==> src/rtl/pmem_scheduler_pkg.sv <==
// Shared types and constants for the physical-memory line scheduler.
//   pmem_sched_state_e : grant state of the scheduler (one owner at a time)
//   CLINE_W            : cacheline width in bits
//   CLINE_OFFSET_W     : byte-offset bits inside a line (cleared on the bus)
//   line_align()       : forces a byte address onto its line boundary
package pmem_scheduler_pkg;

  localparam int CLINE_W        = 256;
  localparam int CLINE_OFFSET_W = 5;
  localparam int ADDR_W         = 32;
  localparam int AGE_W          = 8;

  typedef enum logic [2:0] {
    IDLE    = 3'd0,
    INST    = 3'd1,
    DATA_RD = 3'd2,
    DATA_WR = 3'd3,
    PF      = 3'd4
  } pmem_sched_state_e;

  function automatic logic [ADDR_W-1:0] line_align(input logic [ADDR_W-1:0] i_addr);
    return {i_addr[ADDR_W-1:CLINE_OFFSET_W], {CLINE_OFFSET_W{1'b0}}};
  endfunction

endpackage

==> src/rtl/pmem_scheduler_if.sv <==
// Bundle of every requester and cacheline-adaptor signal around the scheduler.
//   slave  : the scheduler's view (requests/pmem_rdata/pmem_resp in,
//            per-requester rdata/resp and pmem command out)
//   master : the surrounding system's view (caches, prefetcher, adaptor)
interface pmem_scheduler_if #(
  parameter int LINE_W = pmem_scheduler_pkg::CLINE_W
);

  // icache
  logic [31:0]       inst_cline_addr;
  logic              inst_cline_read;
  logic [LINE_W-1:0] inst_cline_rdata;
  logic              inst_cline_resp;
  // dcache
  logic [31:0]       data_cline_addr;
  logic              data_cline_read;
  logic              data_cline_write;
  logic [LINE_W-1:0] data_cline_wdata;
  logic [LINE_W-1:0] data_cline_rdata;
  logic              data_cline_resp;
  // next-line prefetcher
  logic [31:0]       pf_cline_addr;
  logic              pf_cline_read;
  logic [LINE_W-1:0] pf_cline_rdata;
  logic              pf_cline_resp;
  // cacheline adaptor
  logic [31:0]       pmem_address;
  logic [LINE_W-1:0] pmem_rdata;
  logic [LINE_W-1:0] pmem_wdata;
  logic              pmem_read;
  logic              pmem_write;
  logic              pmem_resp;

  modport slave (
    input  inst_cline_addr, inst_cline_read,
    output inst_cline_rdata, inst_cline_resp,
    input  data_cline_addr, data_cline_read, data_cline_write, data_cline_wdata,
    output data_cline_rdata, data_cline_resp,
    input  pf_cline_addr, pf_cline_read,
    output pf_cline_rdata, pf_cline_resp,
    output pmem_address, pmem_wdata, pmem_read, pmem_write,
    input  pmem_rdata, pmem_resp
  );

  modport master (
    output inst_cline_addr, inst_cline_read,
    input  inst_cline_rdata, inst_cline_resp,
    output data_cline_addr, data_cline_read, data_cline_write, data_cline_wdata,
    input  data_cline_rdata, data_cline_resp,
    output pf_cline_addr, pf_cline_read,
    input  pf_cline_rdata, pf_cline_resp,
    input  pmem_address, pmem_wdata, pmem_read, pmem_write,
    output pmem_rdata, pmem_resp
  );

endinterface

==> src/rtl/pmem_scheduler_sat_counter.sv <==
// Saturating up-counter used for instruction-fetch aging.
//   clk, rst : clock, asynchronous active-high reset
//   i_inc    : count up by one unless already at LIMIT
//   i_clr    : return to zero (dominates i_inc)
//   o_count  : current count
module pmem_scheduler_sat_counter #(
  parameter int WIDTH = 8,
  parameter int LIMIT = 8
) (
  input  logic             clk,
  input  logic             rst,
  input  logic             i_inc,
  input  logic             i_clr,
  output logic [WIDTH-1:0] o_count
);

  localparam logic [WIDTH-1:0] MAX = WIDTH'(LIMIT);

  logic [WIDTH-1:0] r_count;

  always_ff @(posedge clk or posedge rst) begin
    if (rst) begin
      r_count <= '0;
    end else if (i_clr) begin
      r_count <= '0;
    end else if (i_inc && (r_count < MAX)) begin
      r_count <= r_count + WIDTH'(1);
    end
  end

  assign o_count = r_count;

endmodule

==> src/rtl/pmem_scheduler.sv <==
// Grants the single cacheline adaptor to one of icache, dcache or the
// next-line prefetcher, one 256-bit burst at a time.
//   clk, rst : clock, asynchronous active-high reset
//   bus      : requester and adaptor signals (pmem_scheduler_if.slave)
// Priority is data > instruction > prefetch, except that after AGE_LIMIT
// consecutive data grants with an instruction fetch waiting, the fetch wins.
// Every burst returns through IDLE, so the adaptor always sees its command
// drop for at least one cycle and the finished requester can deassert
// before the next arbitration.
module pmem_scheduler
  import pmem_scheduler_pkg::*;
#(
  parameter int AGE_LIMIT = 8,
  parameter int LINE_W    = CLINE_W
) (
  input  logic             clk,
  input  logic             rst,
  pmem_scheduler_if.slave  bus
);

  localparam logic [AGE_W-1:0] AGE_MAX = AGE_W'(AGE_LIMIT);

  pmem_sched_state_e r_state;
  pmem_sched_state_e w_next;
  logic [31:0]       r_addr;
  logic [LINE_W-1:0] r_wdata;
  logic [31:0]       w_grant_addr;
  logic [AGE_W-1:0]  w_age_cnt;
  logic              w_grant;
  logic              w_age_inc;
  logic              w_age_clr;

  // Next-state and aging control. Requests are only looked at in IDLE.
  always_comb begin
    w_next    = r_state;
    w_age_inc = 1'b0;
    w_age_clr = 1'b0;
    unique case (r_state)
      IDLE: begin
        if ((w_age_cnt == AGE_MAX) && bus.inst_cline_read) w_next = INST;
        else if (bus.data_cline_write)                     w_next = DATA_WR;
        else if (bus.data_cline_read)                      w_next = DATA_RD;
        else if (bus.inst_cline_read)                      w_next = INST;
        else if (bus.pf_cline_read)                        w_next = PF;
        else                                               w_next = IDLE;
        // The age only measures how long the current fetch has been starved.
        w_age_clr = !bus.inst_cline_read || (w_next == INST);
        w_age_inc = bus.inst_cline_read && ((w_next == DATA_RD) || (w_next == DATA_WR));
      end
      default: begin
        if (bus.pmem_resp) w_next = IDLE;
      end
    endcase
  end

  assign w_grant = (r_state == IDLE) && (w_next != IDLE);

  always_comb begin
    w_grant_addr = bus.pf_cline_addr;
    case (w_next)
      INST:             w_grant_addr = bus.inst_cline_addr;
      DATA_RD, DATA_WR: w_grant_addr = bus.data_cline_addr;
      default:          w_grant_addr = bus.pf_cline_addr;
    endcase
  end

  always_ff @(posedge clk or posedge rst) begin
    if (rst) r_state <= IDLE;
    else     r_state <= w_next;
  end

  // Address and write line are captured once at grant and held for the burst.
  always_ff @(posedge clk or posedge rst) begin
    if (rst) begin
      r_addr  <= '0;
      r_wdata <= '0;
    end else if (w_grant) begin
      r_addr <= line_align(w_grant_addr);
      if (w_next == DATA_WR) r_wdata <= bus.data_cline_wdata;
    end
  end

  pmem_scheduler_sat_counter #(
    .WIDTH (AGE_W),
    .LIMIT (AGE_LIMIT)
  ) u_age (
    .clk     (clk),
    .rst     (rst),
    .i_inc   (w_age_inc),
    .i_clr   (w_age_clr),
    .o_count (w_age_cnt)
  );

  // Commands decode straight from the state register so reset drops them at once.
  assign bus.pmem_address = r_addr;
  assign bus.pmem_wdata   = r_wdata;
  assign bus.pmem_read    = (r_state == INST) || (r_state == DATA_RD) || (r_state == PF);
  assign bus.pmem_write   = (r_state == DATA_WR);

  assign bus.inst_cline_resp = bus.pmem_resp && (r_state == INST);
  assign bus.data_cline_resp = bus.pmem_resp && ((r_state == DATA_RD) || (r_state == DATA_WR));
  assign bus.pf_cline_resp   = bus.pmem_resp && (r_state == PF);

  assign bus.inst_cline_rdata = bus.pmem_rdata;
  assign bus.data_cline_rdata = bus.pmem_rdata;
  assign bus.pf_cline_rdata   = bus.pmem_rdata;

endmodule

==> src/flat_wrapper.sv <==
// flat-port wrapper written by rule: the top's interface ports become plain ports
module pmem_scheduler_flat import pmem_scheduler_pkg::*;
#(
  parameter int AGE_LIMIT = 8,
  parameter int LINE_W    = CLINE_W
)
  (clk, rst, bus_inst_cline_addr, bus_inst_cline_read, bus_inst_cline_rdata, bus_inst_cline_resp, bus_data_cline_addr, bus_data_cline_read, bus_data_cline_write, bus_data_cline_wdata, bus_data_cline_rdata, bus_data_cline_resp, bus_pf_cline_addr, bus_pf_cline_read, bus_pf_cline_rdata, bus_pf_cline_resp, bus_pmem_address, bus_pmem_wdata, bus_pmem_read, bus_pmem_write, bus_pmem_rdata, bus_pmem_resp);
  pmem_scheduler_if #(.LINE_W(LINE_W)) bus_i ();
  input  logic clk;
  input  logic rst;
  input wire logic [$bits(bus_i.inst_cline_addr)-1:0] bus_inst_cline_addr;
  input wire logic [$bits(bus_i.inst_cline_read)-1:0] bus_inst_cline_read;
  output wire logic [$bits(bus_i.inst_cline_rdata)-1:0] bus_inst_cline_rdata;
  output wire logic [$bits(bus_i.inst_cline_resp)-1:0] bus_inst_cline_resp;
  input wire logic [$bits(bus_i.data_cline_addr)-1:0] bus_data_cline_addr;
  input wire logic [$bits(bus_i.data_cline_read)-1:0] bus_data_cline_read;
  input wire logic [$bits(bus_i.data_cline_write)-1:0] bus_data_cline_write;
  input wire logic [$bits(bus_i.data_cline_wdata)-1:0] bus_data_cline_wdata;
  output wire logic [$bits(bus_i.data_cline_rdata)-1:0] bus_data_cline_rdata;
  output wire logic [$bits(bus_i.data_cline_resp)-1:0] bus_data_cline_resp;
  input wire logic [$bits(bus_i.pf_cline_addr)-1:0] bus_pf_cline_addr;
  input wire logic [$bits(bus_i.pf_cline_read)-1:0] bus_pf_cline_read;
  output wire logic [$bits(bus_i.pf_cline_rdata)-1:0] bus_pf_cline_rdata;
  output wire logic [$bits(bus_i.pf_cline_resp)-1:0] bus_pf_cline_resp;
  output wire logic [$bits(bus_i.pmem_address)-1:0] bus_pmem_address;
  output wire logic [$bits(bus_i.pmem_wdata)-1:0] bus_pmem_wdata;
  output wire logic [$bits(bus_i.pmem_read)-1:0] bus_pmem_read;
  output wire logic [$bits(bus_i.pmem_write)-1:0] bus_pmem_write;
  input wire logic [$bits(bus_i.pmem_rdata)-1:0] bus_pmem_rdata;
  input wire logic [$bits(bus_i.pmem_resp)-1:0] bus_pmem_resp;
  assign bus_i.inst_cline_addr = bus_inst_cline_addr;
  assign bus_i.inst_cline_read = bus_inst_cline_read;
  assign bus_inst_cline_rdata = bus_i.inst_cline_rdata;
  assign bus_inst_cline_resp = bus_i.inst_cline_resp;
  assign bus_i.data_cline_addr = bus_data_cline_addr;
  assign bus_i.data_cline_read = bus_data_cline_read;
  assign bus_i.data_cline_write = bus_data_cline_write;
  assign bus_i.data_cline_wdata = bus_data_cline_wdata;
  assign bus_data_cline_rdata = bus_i.data_cline_rdata;
  assign bus_data_cline_resp = bus_i.data_cline_resp;
  assign bus_i.pf_cline_addr = bus_pf_cline_addr;
  assign bus_i.pf_cline_read = bus_pf_cline_read;
  assign bus_pf_cline_rdata = bus_i.pf_cline_rdata;
  assign bus_pf_cline_resp = bus_i.pf_cline_resp;
  assign bus_pmem_address = bus_i.pmem_address;
  assign bus_pmem_wdata = bus_i.pmem_wdata;
  assign bus_pmem_read = bus_i.pmem_read;
  assign bus_pmem_write = bus_i.pmem_write;
  assign bus_i.pmem_rdata = bus_pmem_rdata;
  assign bus_i.pmem_resp = bus_pmem_resp;
  pmem_scheduler #(.AGE_LIMIT(AGE_LIMIT), .LINE_W(LINE_W)) u_core (.clk(clk), .rst(rst), .bus(bus_i));
endmodule
==> config.mk <==
export PLATFORM = sky130hd
export DESIGN_NAME = pmem_scheduler_flat
export DESIGN_NICKNAME = d
export VERILOG_FILES = /design/src/rtl/pmem_scheduler_pkg.sv /design/src/rtl/pmem_scheduler_if.sv /design/src/rtl/pmem_scheduler_sat_counter.sv /design/src/rtl/pmem_scheduler.sv /design/src/flat_wrapper.sv
export SDC_FILE = /design/constraint.sdc
export NUM_CORES = 1
export LEC_CHECK = 0
export BUFFER_PORTS_ARGS = -buffer_cell sky130_fd_sc_hd__buf_2
export CORE_AREA = 2 2 648 650
export CTS_CLUSTER_DIAMETER = 100
export DETAILED_ROUTE_END_ITERATION = 6
export DIE_AREA = 0 0 650 652
export GPL_ROUTABILITY_DRIVEN = 1
export GPL_TIMING_DRIVEN = 0
export PLACE_DENSITY = 0.3
export SYNTH_ARGS = -nofsm -noshare
export SYNTH_HDL_FRONTEND = slang
export SYNTH_SLANG_ARGS = --single-unit
==> constraint.sdc <==
create_clock -name clk -period 9.78 [get_ports clk]
set_input_delay 0 -clock clk [delete_from_list [all_inputs] [get_ports clk]]
set_output_delay 0 -clock clk [all_outputs]
set_load 0.01 [all_outputs]
==> results.toml <==
[status]
outcome = "completed"

[logic_synthesis]
synth_common_cells = "buf_4, dfrtp_1, mux2_1"
yosysTopAreaCellShare_pct = 42.7
ys_ff_latch = 294
synthTopCellsByArea = "dfrtp_1, buf_4, mux2_1, a222oi_1, o21ai_0"
syn_area_per_cell_um2 = 11.4
syn_area_um2 = 17200
synth_cells = 1507
synthFlopType = "dfrtp_1"
synth_edf_count = 0
netlist-cell-type-count = 45
yosysMostFrequentCell = "buf_4"
synth_top_area_cell = "dfrtp_1"
yosysSeqAreaShare_pct = 42.7
yosys_warnings = 0
async_flop_share_pct = 100

[setup_path]
cp_slowest_stage_delay_ns = 0.89
arrival_ns = 4.89
crit_chain = "clkbuf_1 -> nor3_2 -> and2_1 -> clkbuf_2 -> buf_1 -> a222oi_1 -> dlygate4sd3_1 -> o21ai_0 -> dlygate4sd3_1"
cp-start-kind = "flip-flop"
critPathSlowestCell = "buf_1"
critPathKind = "reg2reg"
cp_data_required_time_ns = 10.44
end_kind = "flip-flop"
r2r_setup_slack_ns = 5.55
cp_common_cell = "dlygate4sd3_1"
cp_max_fo = 11

[flow_run]
maxCapViolations = 0

[floorplanning]
rows = 237
start_util_pct = 4.14
ios = 1676
core-area_um2 = 416000
die_x_um = 650
die_area_um2 = 424000
die_y_um = 652

[clocking]
tritoncts = "done"
path_clk_slew_ns = 0.05
numCtsBuffers = 57
holdBufCountCts = 507
post-cts-setup-buffer-count = 0
cts_max_level = 2
worstSkewPairLatency_ns = 0.75
clock-sinks = 294
cts_resized = 0
clk_path_buf_depth = 3
root_buffer = "clkbuf_16"

[timing]
max_freq_ghz = 0.236
finalSetupViolCount = 0
fin_ws_ns = 5.55
slew_violations = 0
finClkSkew_ns = 0.0387
hold_viol_final = 0
worstMarginPinSlew_ns = 1.12
period_share_pct = 43.3
rsz0062_at_grt = "no"
layout_min_cycle_time_ns = 4.23
timing.hold.ws_ns = 0.0998
finalSetupTns_ns = 0
slew_headroom_pct = 25.1

[place]
gp_congestion = 0.926
dp_cells = 8411
dp_hpwl_um = 170000
port-buffer-count = 1399
dp_worst_setup_slack_ns = 6.18

[drt]
dr_total_vias = 18800
viasPerCell = 2.07
ant_nets = 0
drtIter0Drc = 847
wl_per_cell_um = 20.7
dr.pass1.iters = 7
drc = 0
totalWireLength_um = 187000

[final_layout]
layout-drive-gt1-share_pct = 65.8
fin_cells = 9066
nets = 4097
final_util_pct = 9.23
syn_to_final_growth_pct = 123

[min_path]
hp-class = "in2reg"

[global_route]
grt_max_degree = 97
antenna_found_initial = 125
gr-total-overflow = 0
grt_pass1_wl_um = 225000
track_usage_pct = 8.41
first_global_vias = 18900

[pwr]
power_leakage_nw = 17.6
max-vdd-ir-drop_uv = 160
power.density_nw_per_um2 = 218
-- cell type report --
class                           instances  area (um^2)
Fill cell                           48300       378000
Clock inverter                         31          399
Inverter                               33          131
Sequential cell                       294         7360
Clock buffer                           70         1560
Antenna cell                           47          118
Buffer                                814         6080
Tap cell                             5497         6880
Timing Repair Buffer                 1910        12200
Multi-Input combinational cell        370         3710
-- state kept, by name, indices dropped and copies added (netlist names) --
signal	cells
u_core.bus.pmem_wdata	256
u_core.r_state	3
u_core.bus.pmem_address	27
u_core.u_age.o_count	8
-- report_power, final --
part	internal, mW	switching [mW]
Clock	1.29	0.849
Sequential	1.83	0.333
Combinational	1.60	2.46
-- cells by family after synthesis --
group                      Yosys count  share of synthesized area (%)
muxes                              257                           16.8
DFF                                294                           42.7
xor gates and xnor gates             2                          0.102
other                                1                         0.0217
adders and majority gates            2                          0.145
AOI/OAI and AO/OA                   69                           3.08
and+or+nand+nor                     35                           1.23
buffers and inverters              847                           36.0
-- worst max-delay path, delay by kind of cell (launching register included) --
family,cells,cell delay (ns)
DFF,1,0.35
AOI/OAI and AO/OA,2,0.27
buffers and inverters,5,2.79
and+or+nand+nor,2,0.71
-- path summary, 6_finish.rpt --
check / startpoint / end / depth (start not counted)
setup / recovery: u_core.r_state[2]$_DFF_PP0_ / u_core.bus.pmem_address[13]$_DFFE_PP0P_ / 9
hold / removal: bus_data_cline_wdata[35] / u_core.bus.pmem_wdata[35]$_DFFE_PP0P_ / 3
setup reg to reg: u_core.r_state[2]$_DFF_PP0_ / u_core.bus.pmem_address[13]$_DFFE_PP0P_ / 9
hold reg to reg: u_core.bus.pmem_wdata[150]$_DFFE_PP0P_ / u_core.bus.pmem_wdata[150]$_DFFE_PP0P_ / 1
max in group asynchronous: rst / u_core.bus.pmem_wdata[28]$_DFFE_PP0P_ / 6
min in group asynchronous: rst / u_core.bus.pmem_wdata[56]$_DFFE_PP0P_ / 4
-- cell usage in the layout, fill, tap and decap left out, types with 2 or more instances in the layout --
cell and n:
nor2_1 7, clkinvlp_4 3, nor2b_1 6, clkbuf_2 2
a222oi_1 27, clkinv_4 6, mux2_2 10, buf_2 1400
mux2_1 246, or2_2 2, a21o_1 2, bufinv_16 6
buf_4 795, dlygate4sd3_1 507, ha_1 2, nand2_1 4
buf_16 3, conb_1 5, a21oi_1 3, clkbuf_1 16
o21ai_0 28, inv_1 32, buf_6 5, clkbuf_8 6
clkbuf_16 58, dfrtp_1 294, nor3b_1 2, clkinv_2 4
inv_6 10, diode_2 47
-- stage by stage --
| step | power, mW | instance area (um^2) |
|---|---|---|
| 2_1_floorplan | 3.55 | 17300 |
| 3_5_place_dp | 6.13 | 31300 |
| 5_1_grt | 9.04 | 38300 |
| 6_report | 8.37 | 38400 |
| 4_1_cts | 8.81 | 38300 |
| 3_3_place_gp | 6.12 | 31100 |
-- layer usage --
layer / share of wire, % / vias up / wire length [um] / GRT usage, %
met5: 0.17 / - / 310 / 0.249
met4: 2.9 / 44 / 5350 / 2.25
met3: 13 / 292 / 24400 / 4.63
met2: 48 / 1181 / 90000 / 14.3
met1: 36 / 9077 / 67400 / 8.90
li1: - / 8211 / - / -
Power figures use the tool's default switching activity.
